<file path="src/rtl/sdram_init_monitor_pkg.sv">
// rtl/sdram_init_monitor_pkg.sv - shared command and error encodings for the SDRAM init monitor
package sdram_init_monitor_pkg;

  localparam logic [3:0] CMD_NOP = 4'b0111;
  localparam logic [3:0] CMD_PRE = 4'b0010;
  localparam logic [3:0] CMD_REF = 4'b0001;
  localparam logic [3:0] CMD_LMR = 4'b0000;

  localparam logic [2:0] ERR_NONE   = 3'd0;
  localparam logic [2:0] ERR_PWR    = 3'd1;
  localparam logic [2:0] ERR_SEQ    = 3'd2;
  localparam logic [2:0] ERR_TIMING = 3'd3;
  localparam logic [2:0] ERR_REFCNT = 3'd4;
  localparam logic [2:0] ERR_A10    = 3'd5;

  typedef enum logic [2:0] {C_IDLE, C_PRE, C_REF, C_LMR, C_OTHER} cmd_e;

  function automatic cmd_e decode_cmd(input logic [3:0] c);
    cmd_e r;
    if (c[3]) r = C_IDLE;
    else begin
      case (c)
        CMD_NOP: r = C_IDLE;
        CMD_PRE: r = C_PRE;
        CMD_REF: r = C_REF;
        CMD_LMR: r = C_LMR;
        default: r = C_OTHER;
      endcase
    end
    return r;
  endfunction

  function automatic int gap_width(input int t_powerup);
    int w;
    w = $clog2(t_powerup + 1);
    return (w < 4) ? 4 : w;
  endfunction

endpackage

</file>
<file path="src/rtl/sdram_init_monitor_if.sv">
// rtl/sdram_init_monitor_if.sv - controller-to-SDRAM command bus as seen by the monitor
interface sdram_init_monitor_if #(parameter int ASIZE = 12);
  logic [3:0]       command;
  logic [ASIZE-1:0] saddr;

  modport master (output command, output saddr);
  modport slave  (input command, input saddr);
endinterface

</file>
<file path="src/rtl/sdram_init_monitor_gap_cnt.sv">
// rtl/sdram_init_monitor_gap_cnt.sv - saturating gap counter, cleared to 1 after each command
module sdram_gap_cnt #(
  parameter int WIDTH = 4
) (
  input  logic             clk,
  input  logic             rst,
  input  logic             clr,
  output logic [WIDTH-1:0] count
);

  always_ff @(posedge clk) begin
    if (rst) count <= '0;
    else if (clr) count <= WIDTH'(1);
    else if (count != '1) count <= count + WIDTH'(1);
  end

endmodule

</file>
<file path="src/rtl/sdram_init_monitor.sv">
// rtl/sdram_init_monitor.sv - checks order and spacing of the SDRAM power-up init sequence
module sdram_init_monitor
  import sdram_init_monitor_pkg::*;
#(
  parameter int ASIZE     = 12,
  parameter int T_POWERUP = 20000,
  parameter int T_RP      = 2,
  parameter int T_RC      = 7,
  parameter int T_MRD     = 2,
  parameter int REF_COUNT = 8
) (
  input  logic                 CLK,
  input  logic                 RST,
  sdram_init_monitor_if.slave  bus,
  output logic                 init_ok,
  output logic                 init_err,
  output logic [2:0]           err_code,
  output logic [ASIZE-1:0]     mode_reg,
  output logic [2:0]           cas_lat,
  output logic [2:0]           burst_len,
  output logic [7:0]           ref_cnt
);

  localparam int GW = gap_width(T_POWERUP);
  localparam logic [GW-1:0] T_PWR_G = GW'(T_POWERUP);
  localparam logic [GW-1:0] T_RP_G  = GW'(T_RP);
  localparam logic [GW-1:0] T_RC_G  = GW'(T_RC);
  localparam logic [GW-1:0] T_MRD_G = GW'(T_MRD);
  localparam logic [GW:0]   T_MRD_X = (GW+1)'(T_MRD);
  localparam logic [7:0]    REF_MIN = 8'(REF_COUNT);

  typedef enum logic [2:0] {S_PWR, S_TRP, S_REF, S_MRD, S_DONE, S_ERR} state_t;

  state_t          state;
  cmd_e            cmd;
  logic [GW-1:0]   gap;
  logic [GW:0]     gap_inc;
  logic [2:0]      viol;

  assign cmd     = decode_cmd(bus.command);
  assign gap_inc = {1'b0, gap} + {{GW{1'b0}}, 1'b1};

  sdram_gap_cnt #(.WIDTH(GW)) u_gap (
    .clk   (CLK),
    .rst   (RST),
    .clr   (cmd != C_IDLE),
    .count (gap)
  );

  // Timing violations outrank the refresh-count check on LMR.
  always_comb begin
    viol = ERR_NONE;
    case (state)
      S_PWR: begin
        if (cmd == C_PRE) begin
          if (gap < T_PWR_G) viol = ERR_PWR;
          else if (!bus.saddr[10]) viol = ERR_A10;
        end else if (cmd != C_IDLE) viol = ERR_SEQ;
      end
      S_TRP: begin
        if (cmd == C_REF) begin
          if (gap < T_RP_G) viol = ERR_TIMING;
        end else if (cmd != C_IDLE) viol = ERR_SEQ;
      end
      S_REF: begin
        if (cmd == C_REF || cmd == C_LMR) begin
          if (gap < T_RC_G) viol = ERR_TIMING;
          else if (cmd == C_LMR && ref_cnt < REF_MIN) viol = ERR_REFCNT;
        end else if (cmd != C_IDLE) viol = ERR_SEQ;
      end
      S_MRD: begin
        if (cmd != C_IDLE && gap < T_MRD_G) viol = ERR_TIMING;
      end
      default: viol = ERR_NONE;
    endcase
  end

  always_ff @(posedge CLK) begin
    if (RST) begin
      state    <= S_PWR;
      init_ok  <= 1'b0;
      init_err <= 1'b0;
      err_code <= ERR_NONE;
      mode_reg <= '0;
      ref_cnt  <= '0;
    end else if (viol != ERR_NONE) begin
      state    <= S_ERR;
      init_err <= 1'b1;
      err_code <= viol;
    end else begin
      case (state)
        S_PWR: if (cmd == C_PRE) state <= S_TRP;
        S_TRP: begin
          if (cmd == C_REF) begin
            state   <= S_REF;
            ref_cnt <= 8'd1;
          end
        end
        S_REF: begin
          if (cmd == C_REF) begin
            if (ref_cnt != 8'hFF) ref_cnt <= ref_cnt + 8'd1;
          end else if (cmd == C_LMR) begin
            mode_reg <= bus.saddr;
            state    <= S_MRD;
          end
        end
        // Flag one edge early so init_ok is visible in the cycle where G reaches T_MRD.
        S_MRD: begin
          if (gap_inc >= T_MRD_X) begin
            init_ok <= 1'b1;
            state   <= S_DONE;
          end
        end
        default: state <= state;
      endcase
    end
  end

  assign cas_lat   = mode_reg[6:4];
  assign burst_len = mode_reg[2:0];

endmodule

</file>
<file path="src/flat_wrapper.sv">
// flat-port wrapper written by rule: the top's interface ports become plain ports
module sdram_init_monitor_flat import sdram_init_monitor_pkg::*;
#(
  parameter int ASIZE     = 12,
  parameter int T_POWERUP = 20000,
  parameter int T_RP      = 2,
  parameter int T_RC      = 7,
  parameter int T_MRD     = 2,
  parameter int REF_COUNT = 8
)
  (CLK, RST, init_ok, init_err, err_code, mode_reg, cas_lat, burst_len, ref_cnt, bus_command, bus_saddr);
  sdram_init_monitor_if #(.ASIZE(ASIZE)) bus_i ();
  input  logic CLK;
  input  logic RST;
  output logic init_ok;
  output logic init_err;
  output logic [2:0] err_code;
  output logic [ASIZE-1:0] mode_reg;
  output logic [2:0] cas_lat;
  output logic [2:0] burst_len;
  output logic [7:0] ref_cnt;
  input wire logic [$bits(bus_i.command)-1:0] bus_command;
  input wire logic [$bits(bus_i.saddr)-1:0] bus_saddr;
  assign bus_i.command = bus_command;
  assign bus_i.saddr = bus_saddr;
  sdram_init_monitor #(.ASIZE(ASIZE), .T_POWERUP(T_POWERUP), .T_RP(T_RP), .T_RC(T_RC), .T_MRD(T_MRD), .REF_COUNT(REF_COUNT)) u_core (.CLK(CLK), .RST(RST), .bus(bus_i), .init_ok(init_ok), .init_err(init_err), .err_code(err_code), .mode_reg(mode_reg), .cas_lat(cas_lat), .burst_len(burst_len), .ref_cnt(ref_cnt));
endmodule
</file>
<file path="config.mk">
export PLATFORM = sky130hd
export DESIGN_NAME = sdram_init_monitor_flat
export DESIGN_NICKNAME = d
export VERILOG_FILES = /design/src/rtl/sdram_init_monitor_pkg.sv /design/src/rtl/sdram_init_monitor_if.sv /design/src/rtl/sdram_init_monitor_gap_cnt.sv /design/src/rtl/sdram_init_monitor.sv /design/src/flat_wrapper.sv
export SDC_FILE = /design/constraint.sdc
export NUM_CORES = 1
export LEC_CHECK = 0
export CORE_ASPECT_RATIO = 0.6
export CORE_MARGIN = 5
export CORE_UTILIZATION = 55
export DETAILED_ROUTE_END_ITERATION = 7
export MAX_ROUTING_LAYER = met4
export PLACE_DENSITY = 0.84
export SLEW_MARGIN = 30
export SYNTH_ARGS = -nofsm -noshare
export SYNTH_HDL_FRONTEND = slang
export SYNTH_SLANG_ARGS = --single-unit
</file>
<file path="constraint.sdc">
create_clock -name CLK -period 7.5 [get_ports CLK]
set_clock_uncertainty 0.15 [all_clocks]
set_input_delay 1.5 -clock CLK [delete_from_list [all_inputs] [get_ports CLK]]
set_output_delay 1.5 -clock CLK [all_outputs]
set_load 0.1 [all_outputs]
</file>
==> metrics.cfg <==
[logic_synthesis]
synthMuxAreaShare = 0.0604
netlist.top_cell.by_area = dfxtp_1
ys_seq_area_frac = 0.371
synth_top_area_frac = 0.371
synthDistinctLibCells = 53
postSynthCellCount = 268
synth-main-ff-cell = dfxtp_1
synth.ff_latch_count = 43
yosys.area_share.simple = 0.277
post_synth_instance_area_um2 = 2320
synth_nets = 289
yosys_warnings = 0
post_synth_arst_share = 0
synth_enable_flop_cells = 0
area_share_of_fa_ha_maj_cells_after_synthesis = 0.0162
netlist_top_cells_area = dfxtp_1, mux2i_1, nor2_1
synth_compound_area_frac = 0.169
yosys.area_share.xor_xnor = 0.0453
largest_family_of_logic_cells_by_synthesized_area = simple AND/OR/NAND/NOR gates
syn-mean-instance-area_um2 = 8.66

[cts]
numCtsBuffers = 5
clkLatencyLatePin_ns = 0.30
max_clock_buf_depth = 2
tritoncts = built
ctsResizeCount = 0
clk_pin_slew_worst_paths_ns = 0.09
hold_fix_buffers_at_cts = 0
cts-root-buf = clkbuf_8
htreeDepth = 2
numClockSinks = 43
post-cts-setup-buffers = 0

[timing]
slew_headroom = 0.333
min_hold_slack_ns = 0.318
final.period_utilization = 0.506
clock.fmax_mhz = 264
slew_viol_final = 0
setup-violations-final = 0
fin_ws_ns = 3.71
fin_tns_setup_ns = 0
final.min_clock_period_ns = 3.79
hold_violations = 0
grt_setup_unrepaired = no
tightest_slew_ns = 0.997

[finish]
finish.net_count = 323
postLayoutCoreUtil = 0.694
area_delta_synth_final_pct = 22.5
multiInputGateArea_um2 = 1320
layout.cell_area.non_filler_um2 = 2840
largest_register_ff_count = 15
finalNonFillerCells = 363
mostFrequentLayoutCells = clkdlybuf4s50_1, dfxtp_1, nor2_1
final_common_cell = clkdlybuf4s50_1
diodes = 0
final_layout_size_suffix_gt1_frac = 0.0693
register_area_um2 = 861
fillers = 359

[pwr]
power_density_nw_per_um2 = 154
seq_power_share = 0.543
comb_power_share = 0.112
p_leak_nw = 1.02
p_switching_uw = 119
internal_power_uw = 318
switching_share = 0.272
p_total_uw = 437
worst_ir_drop_vdd_v = 0.000115
power_frac_clock = 0.344

[critical_path]
critical_path_class = in -> reg
required_ns = 7.53
crit_path_start = bus_command[0]
critical_path_capture_point_type = flip-flop
critical_path.startpoint_type = primary input
worst_r2r_startpoint = u_core.u_gap.count[0]
critical_path.max_fanout = 8
data_arrival_critical_path_ns = 3.82
rrSetupSlack_ns = 4.66

[run_status]
outcome = finished clean

[routing]
routedLengthMet1_um = 2800
detail_route.drc_violations = 0
met2_wirelength_um = 2240
drt-vias-per-instance = 5.84
antenna_left = 0
postRouteWirelength_um = 5590
detailedRoute.firstPassIterationCount = 4
maxUsedRoutingLayer = met4
drt-initial-drc-count = 177
met3_wirelength_um = 504
drt-wirelength-per-cell_um = 15.4
dr_total_vias = 2121

[global_routing]
first_global_vias = 1902
initial_antenna_violation_count = 0
grt-ovfl-total = 0
grt_start_max_net_pins = 30
globalRouteTotalUtil = 0.210
grt_first_pass_wirelength_um = 9100

[floorplanning]
fp.dieArea_um2 = 5660
ios = 49
placement_rows = 18
die_w_um = 93.8
die_h_um = 60.3
initial_utilization = 0.566
fp.coreArea_um2 = 4100

[placement]
gp_congestion = 0.838
pre_cts_slack_ns = 3.41
placed_area_um2 = 2750
place_inst = 355
io_buffers = 48
place_hpwl_um = 4080

[worst_hold_path]
min_from = u_core.err_code[2]
hold_path.class = reg -> reg

[flow_run]
timing.max_cap.violations = 0

cell families after synthesis:
kind of cell | count (synthesis)
flops | 43
simple gates | 117
buf+inv | 24
xor+xnor | 12
fa+ha+maj | 3
compound gates | 55
mux | 14
final cells by class:
type,count,share of cell area
tap,60,0.0264
sequential,43,0.303
clock inverter,3,0.00880
multi-input combinational,201,0.463
clock buffer,5,0.0242
timing repair buffer,49,0.172
inverter,2,0.00264
power groups by stage:
stage	Sequential (mW)	Combinational (mW)	Clock, mW
after floorplan	0.250	0.0219	0
after global placement	0.243	0.0477	0
after detailed placement	0.242	0.0483	0
after CTS	0.237	0.0490	0.155
after global routing	0.238	0.0524	0.165
final	0.237	0.0492	0.150
path summary, 6_finish.rpt:
path	endpoint	cells past startpoint
setup / recovery	u_core.ref_cnt[0]	8
setup reg to reg	u_core.state[1]	8
hold / removal	u_core.err_code[2]	2
hold reg to reg	u_core.err_code[2]	2
worst max-delay path, stage by stage:
cell	delay, ns
clkdlybuf4s50_1	0.51
or4b_1	0.53
or4_4	0.45
a31oi_4	0.21
a211oi_4	0.08
and2_1	0.28
o21ai_0	0.20
a21oi_1	0.07
Yosys cell counts, types with 2 or more instances:
| cell | instances |
|---|---|
| and4_1 | 4 |
| buf_4 | 6 |
| nor3b_1 | 6 |
| xor2_1 | 3 |
| a32o_1 | 5 |
| o31ai_1 | 3 |
| nor3_1 | 6 |
| a211oi_1 | 2 |
| a21oi_1 | 20 |
| o21ai_1 | 3 |
| o21ai_0 | 5 |
| and3_1 | 7 |
| dfxtp_1 | 43 |
| and2_1 | 3 |
| a41oi_1 | 2 |
| nand3_1 | 11 |
| nand4_1 | 5 |
| buf_2 | 5 |
| nor4b_1 | 2 |
| mux2i_1 | 14 |
| clkbuf_1 | 8 |
| buf_6 | 3 |
| nand4b_1 | 3 |
| nand2_1 | 21 |
| a31oi_1 | 5 |
| inv_1 | 2 |
| xnor2_1 | 9 |
| ha_1 | 3 |
| nor2_1 | 35 |
routing by layer:
layer | vias up | track usage
met5 | - | -
met4 | 0 | 0.0514
met3 | 6 | 0.0503
met2 | 111 | 0.297
met1 | 964 | 0.299
li1 | 1040 | -
Note: power is estimated with default switching activity, not from simulation.
